[config.mk]
export PLATFORM = sky130hd
export DESIGN_NAME = resolucao_noite
export DESIGN_NICKNAME = d
export VERILOG_FILES = /design/src/rtl/resolucao_noite.sv
export SDC_FILE = /design/constraint.sdc
export NUM_CORES = 1
export LEC_CHECK = 0
export CORE_MARGIN = 2
export CORE_UTILIZATION = 51
export CTS_BUF_LIST = sky130_fd_sc_hd__clkbuf_8
export DETAILED_ROUTE_END_ITERATION = 8
export GPL_ROUTABILITY_DRIVEN = 0
export PLACE_DENSITY = 0.8
export SETUP_SLACK_MARGIN = 0.4
export SKIP_CTS_REPAIR_TIMING = 1
export SYNTH_ARGS = -nofsm -noshare
export SYNTH_HDL_FRONTEND = slang
export SYNTH_SLANG_ARGS = --single-unit
[constraint.sdc]
create_clock -name i_clock -period 2.12 [get_ports i_clock]
set_input_delay 0.424 -clock i_clock [delete_from_list [all_inputs] [get_ports i_clock]]
set_output_delay 0.424 -clock i_clock [all_outputs]
set_load 0.05 [all_outputs]
[src/rtl/resolucao_noite.sv]
// Night resolution for a 5-player werewolf game: applies the wolf attack against the
// protector's choice, updates the alive mask, then counts factions to detect game end.
module resolucao_noite (
  input  logic       i_clock,
  input  logic       i_rst_global,
  input  logic       i_novo_jogo,
  input  logic       i_iniciar,
  input  logic [9:0] i_jogo,
  input  logic [2:0] i_atacado,
  input  logic [2:0] i_protegido,
  output logic [4:0] o_vivos,
  output logic [2:0] o_morto_noite,
  output logic       o_houve_morte,
  output logic       o_pronto,
  output logic       o_fim_jogo,
  output logic [1:0] o_vencedor,
  output logic [2:0] o_db_estado
);

  // Handshake: i_iniciar is a request taken only in IDLE while the game is running;
  // o_pronto pulses for one cycle when every result output is valid. There is no
  // back-pressure: a request seen in any other state, or after game over, is dropped.

  typedef enum logic [2:0] {
    S_IDLE     = 3'd0,
    S_AVALIA   = 3'd1,
    S_CONTA    = 3'd2,
    S_VERIFICA = 3'd3,
    S_PRONTO   = 3'd4
  } estado_t;

  localparam logic [2:0] IDX_NENHUM = 3'b111;
  localparam logic [2:0] IDX_ULTIMO = 3'd4;
  localparam logic [2:0] N_JOG_IDX  = 3'd5;
  localparam logic [1:0] CLASSE_LOBO = 2'b01;

  estado_t    r_estado;
  estado_t    w_prox;

  logic [4:0] r_vivos;
  logic [2:0] r_morto_noite;
  logic       r_houve_morte;
  logic       r_fim_jogo;
  logic [1:0] r_vencedor;

  logic [2:0] r_atacado;
  logic [2:0] r_protegido;
  logic [2:0] r_k;
  logic [2:0] r_lobos;
  logic [2:0] r_aldeoes;

  logic       w_limpa;
  logic       w_aceita;
  logic [7:0] w_vivos_ext;
  logic [15:0] w_jogo_ext;
  logic       w_alvo_vivo;
  logic       w_mata;
  logic [4:0] w_mascara;
  logic       w_vivo_k;
  logic [1:0] w_classe_k;

  assign w_limpa  = i_rst_global | i_novo_jogo;
  assign w_aceita = (r_estado == S_IDLE) && i_iniciar && !r_fim_jogo;

  // Zero-extended views let 3-bit indices 5..7 read as "dead"/"no role" safely.
  assign w_vivos_ext = {3'b000, r_vivos};
  assign w_jogo_ext  = {6'b000000, i_jogo};

  assign w_alvo_vivo = w_vivos_ext[r_atacado];
  assign w_mata      = (r_atacado < N_JOG_IDX) && w_alvo_vivo && (r_atacado != r_protegido);
  assign w_mascara   = 5'd1 << r_atacado;

  assign w_vivo_k    = w_vivos_ext[r_k];
  assign w_classe_k  = w_jogo_ext[{r_k, 1'b0} +: 2];

  always_ff @(posedge i_clock) begin
    if (w_limpa) begin
      r_estado <= S_IDLE;
    end else begin
      r_estado <= w_prox;
    end
  end

  always_comb begin
    w_prox = r_estado;
    case (r_estado)
      S_IDLE:     if (w_aceita) w_prox = S_AVALIA;
      S_AVALIA:   w_prox = S_CONTA;
      S_CONTA:    if (r_k == IDX_ULTIMO) w_prox = S_VERIFICA;
      S_VERIFICA: w_prox = S_PRONTO;
      S_PRONTO:   w_prox = S_IDLE;
      default:    w_prox = S_IDLE;
    endcase
  end

  always_ff @(posedge i_clock) begin
    if (w_limpa) begin
      r_vivos       <= 5'b11111;
      r_morto_noite <= IDX_NENHUM;
      r_houve_morte <= 1'b0;
      r_fim_jogo    <= 1'b0;
      r_vencedor    <= 2'b00;
      r_atacado     <= 3'd0;
      r_protegido   <= 3'd0;
      r_k           <= 3'd0;
      r_lobos       <= 3'd0;
      r_aldeoes     <= 3'd0;
    end else begin
      case (r_estado)
        S_IDLE: begin
          if (w_aceita) begin
            r_atacado   <= i_atacado;
            r_protegido <= i_protegido;
          end
        end
        S_AVALIA: begin
          if (w_mata) begin
            r_vivos       <= r_vivos & ~w_mascara;
            r_morto_noite <= r_atacado;
            r_houve_morte <= 1'b1;
          end else begin
            r_morto_noite <= IDX_NENHUM;
            r_houve_morte <= 1'b0;
          end
          r_k       <= 3'd0;
          r_lobos   <= 3'd0;
          r_aldeoes <= 3'd0;
        end
        S_CONTA: begin
          // Counters top out at 5 players, so 3 bits never wrap.
          if (w_vivo_k) begin
            if (w_classe_k == CLASSE_LOBO) begin
              r_lobos <= r_lobos + 3'd1;
            end else begin
              r_aldeoes <= r_aldeoes + 3'd1;
            end
          end
          r_k <= r_k + 3'd1;
        end
        S_VERIFICA: begin
          if (r_lobos == 3'd0) begin
            r_vencedor <= 2'b01;
            r_fim_jogo <= 1'b1;
          end else if (r_lobos >= r_aldeoes) begin
            r_vencedor <= 2'b10;
            r_fim_jogo <= 1'b1;
          end else begin
            r_vencedor <= 2'b00;
          end
        end
        default: ;
      endcase
    end
  end

  assign o_vivos       = r_vivos;
  assign o_morto_noite = r_morto_noite;
  assign o_houve_morte = r_houve_morte;
  assign o_fim_jogo    = r_fim_jogo;
  assign o_vencedor    = r_vencedor;
  assign o_pronto      = (r_estado == S_PRONTO);
  assign o_db_estado   = r_estado;

endmodule
Yosys cells after proc, flatten, opt, wreduce, memory -nomap -nowiden --
Index checks and enable logic that the tools add are counted.
Storage, ports and cells: word-level logic and storage cells 70, bits of input ports 20, register bits 30, output and inout bits 16
Operators by class: $lt $le $gt $ge 4, equality and inequality tests 12, shift-type cells 2, multiplexer cells 20, bitwise gates (word level) 3, add/sub/neg operators 3, reductions and logical operators 15
Operators with widths (count):
- $mux 3 | 7
- $pmux 3 s2 | 3
- $shiftx 16x5->2 | 1
- $pmux 3 s4 | 1
- $ne 2x2->1 const B | 5
- $add 3x1->3 const B | 3
- $lt 3x4->1 const B | 2
- $reduce_and 2->1 | 4
- $bmux 1 s3 | 2
- $eq 3x2->1 const B | 2
- $eq 3x3->1 const B | 2
- $logic_not 3->1 | 2
- $reduce_and 3->1 | 2
- $and 5x5->5 | 1
- $mux 1 | 5
- $not 5->5 | 1
- $shl 1x3->5 const A | 1
- $logic_and 1x1->1 | 4
- $mux 2 | 2
- $reduce_bool 2->1 | 2
- $eq 3x1->1 const B | 1
- $ge 3x3->1 | 1
- $lt 3x3->1 const B | 1
- $ne 3x3->1 | 1
- other kinds (3) | 3

Logic depth before layout (Yosys ltp) --
depth after elaboration 5, mapped depth 7, gate-level depth less buffers 7

Worst setup path after synthesis --
No wires, ideal clock.
path type register to output, from register r_estado[2], in the netlist o_db_estado[2], to output o_pronto, setup slack -0.347 ns, data required time 1.696 ns, cell stages (with the launch flop) 3, path buffers 1, arrival time 2.043 ns, cell sequence dfxtp_1 clkbuf_2 nor3b_1
Between the ends: cells in the longest elaborated chain, start to end 1
RTL lines:
- start: declaration | RTL line 37 | estado_t r_estado;
- start signal: assignment | RTL line 80 | r_estado <= w_prox;
- $eq 3x3->1 | RTL line 161 | assign o_pronto = (r_estado == S_PRONTO);
- end: declaration | RTL line 14 | output logic o_pronto,
Every way passes these cells.

Worst setup path in the final report --
from input i_novo_jogo, to register r_estado[0], in the netlist o_db_estado[0]
Between the ends: cells in the longest elaborated chain, start to end 1
RTL lines:
- start: declaration | RTL line 6 | input logic i_novo_jogo,
- $or 1x1->1 | RTL line 62 | assign w_limpa = i_rst_global | i_novo_jogo;
Every way passes these cells. A chain may end at the register's enable or synchronous reset.

==> run metrics <==
vias in the first global route 1373; Peak VDD IR 0.467 mV; P_leak 0.000922 µW; final wirelength 3840 µm; FF-to-FF path depth 5; CTS tree done; post-detail-place hpwl 2730 µm; Die ar. 3520 µm²; Worst-Margin Slew 0.509 ns; largest net degree at the start of global routing 13; IO Count 36; vias per cell 5.70; Critical Path End Type flop; total power 1300 µW; Cell variety after synth 45; status finished clean; row cnt 20; Worst-Skew Late Latency 0.29 ns; sequential fraction of the synthesis area 38.5%; worst endpoint data arrival time 1.80 ns; clk sinks 30; GR Util All Layers 23.0%; commonest non-fill, non-tap cell in the layout nor2_1; Final ANT Viol Nets 0; root buffer cell clkbuf_8; Post-synth EDFFs 0; simple-gate area share of the yosys netlist 20.2%; ys async rst share 0%; fillers 214; Routed wire per std cell 15.6 µm; post-synthesis mux area share 8.03%; Core Area 2980 µm²; Yosys reg bits 30; vias 1408; Cell Pwr Density 603 nW/µm²; Avg Synthesized Cell Area 8.76 µm²; max-slew violation count 0; critical path peak fanout 12; Clock Skew 0.00410 ns; DR pass1 iterations 4; number of port buffers 35; grt ovf 0; Max Freq 605 MHz; clk slew on worst S/H paths 0.06 ns; Clock Tree Buf Depth 2; width of the chip 59.3 µm; share of cells above drive strength 1 19.6%; initial antenna violation count 0; ratio of final minimum period to clock period 78.0%; RSZ-0062 raised after global routing false; Final Setup Violations 0; first-pass GRT wire length 5940 µm; hold crit path type reg2reg; final count of hold timing violations 0; hold path cells 2; setup_tns 0 ns; compound-gate portion of the synthesized area 16.8%; Worst EP required 2.26 ns; Relative slew margins 66.0%; Iteration-0 DRC Markers 36; Initial Util 52.4%; H-tree depth 2; WS Path Type in2reg; drt drc 0; Mapped Area 1560 µm²; Synth Area in XOR/XNOR 2.81%; min cycle time layout 1.65 ns; nets 242; Die Span Y 59.3 µm; Yosys warnings 0; Mapped Nets 206; largest family of logic cells by synthesized area simple AND/OR/NAND/NOR gates; P&R area growth vs syn 38.1%; Setup crit start kind input port; diode count 0; commonest cells after routing, fill and taps aside nor2_1 (27), clkdlybuf4s50_1 (19), dfxtp_1 (18), dlymetal6s2s_1 (15), inv_1 (14); Synth Area in Adders 6.42%; Post-Syn Instances 178; most used flip-flop cell after synthesis dfxtp_1; total CTS buffers 5; max-capacitance violation count 0
routing by layer:
| layer | part of all wire [%] | up-vias | track usage (%) |
|---|---|---|---|
| met5 | 0 | - | 0 |
| met4 | 3.3 | 0 | 11.7 |
| met3 | 4.8 | 10 | 8.08 |
| met2 | 49 | 37 | 37.4 |
| met1 | 43 | 673 | 26.6 |
| li1 | - | 688 | - |
critical path: stages:
cell	delay, ns
clkdlybuf4s50_1	0.43
or2_2	0.39
buf_4	0.21
a2111oi_0	0.34
per-stage QoR:
stage | cells | area [µm²] | setup WS, ns | hold WS (ns) | utilization [%]
after floorplan | 178 | 1610 | 0.403 | 0.471 | -
after global placement | 238 | 1950 | 0.204 | 0.455 | 65.5
after detailed placement | 238 | 1950 | 0.116 | 0.465 | 65.5
after CTS | 245 | 2060 | 0.161 | 0.477 | 69.2
after global routing | 247 | 2150 | 0.404 | 0.502 | 72.3
final | 247 | 2150 | 0.466 | 0.475 | 72.3
cell families (layout without fill, tap and decap cells):
| logic type | Yosys count | count (layout) |
|---|---|---|
| and+or+nand+nor | 63 | 63 |
| AOI/OAI and AO/OA | 36 | 36 |
| DFF | 30 | 30 |
| buffers and inverters | 25 | 61 |
| muxes | 11 | 11 |
| adders and majority gates | 8 | 8 |
| xor gates and xnor gates | 5 | 5 |
power by group:
group | leakage (µW) | switching, µW | internal, µW
logic | 0.000619 | 56.8 | 67.3
registers | 0.000246 | 10.1 | 567
clock network | 0.0000573 | 222 | 375
layout make-up:
type	instances	area, µm²	area share, %
multi-input combinational	123	898	41.7
sequential	30	626	29.1
timing repair buffer	40	423	19.6
clock buffer	6	82.6	3.83
inverter	14	52.6	2.44
tap	33	41.3	1.92
clock inverter	1	30.0	1.39
cell usage after synthesis, drive strengths merged, types with 2 or more instances:
cell type  number  area share (%)
nand2          10             2.4
o21bai          2             1.7
nand3b          2            0.96
mux2i           8             5.1
a21oi           8             2.6
nor3            2            0.64
nor2b           3             1.2
a31oi           4             1.6
xor2            4             2.2
dfxtp          30              39
o31ai           4             1.9
o21ai           3            0.96
nor2           27             6.5
inv            14             3.4
nand4           2            0.80
a21o            4             1.9
nor3b           3             1.8
buf             5             2.3
a22oi           3             1.4
ha              8             6.4
nand3           6             1.9
clkbuf          6             1.5
mux2            2             1.4
nor4b           2             1.1
registers in the layout, indices dropped and copies added (netlist names):
name	count
r_lobos	3
o_morto_noite	3
o_fim_jogo	1
o_houve_morte	1
r_protegido	3
o_vivos	5
r_atacado	3
o_vencedor	2
r_k	3
r_aldeoes	3
o_db_estado	3
path summary, 6_finish.rpt:
| path | from | end | slack [ns] |
|---|---|---|---|
| max | i_novo_jogo | o_db_estado[0]$_SDFFE_PP0P_ | 0.47 |
| min reg2reg | o_houve_morte$_SDFFE_PP0P_ | o_houve_morte$_SDFFE_PP0P_ | 0.48 |
| max reg2reg | r_atacado[0]$_SDFFE_PP0P_ | o_vivos[3]$_SDFFE_PP1P_ | 0.48 |
| min | o_houve_morte$_SDFFE_PP0P_ | o_houve_morte$_SDFFE_PP0P_ | 0.48 |
Power figures use the tool's default switching activity.
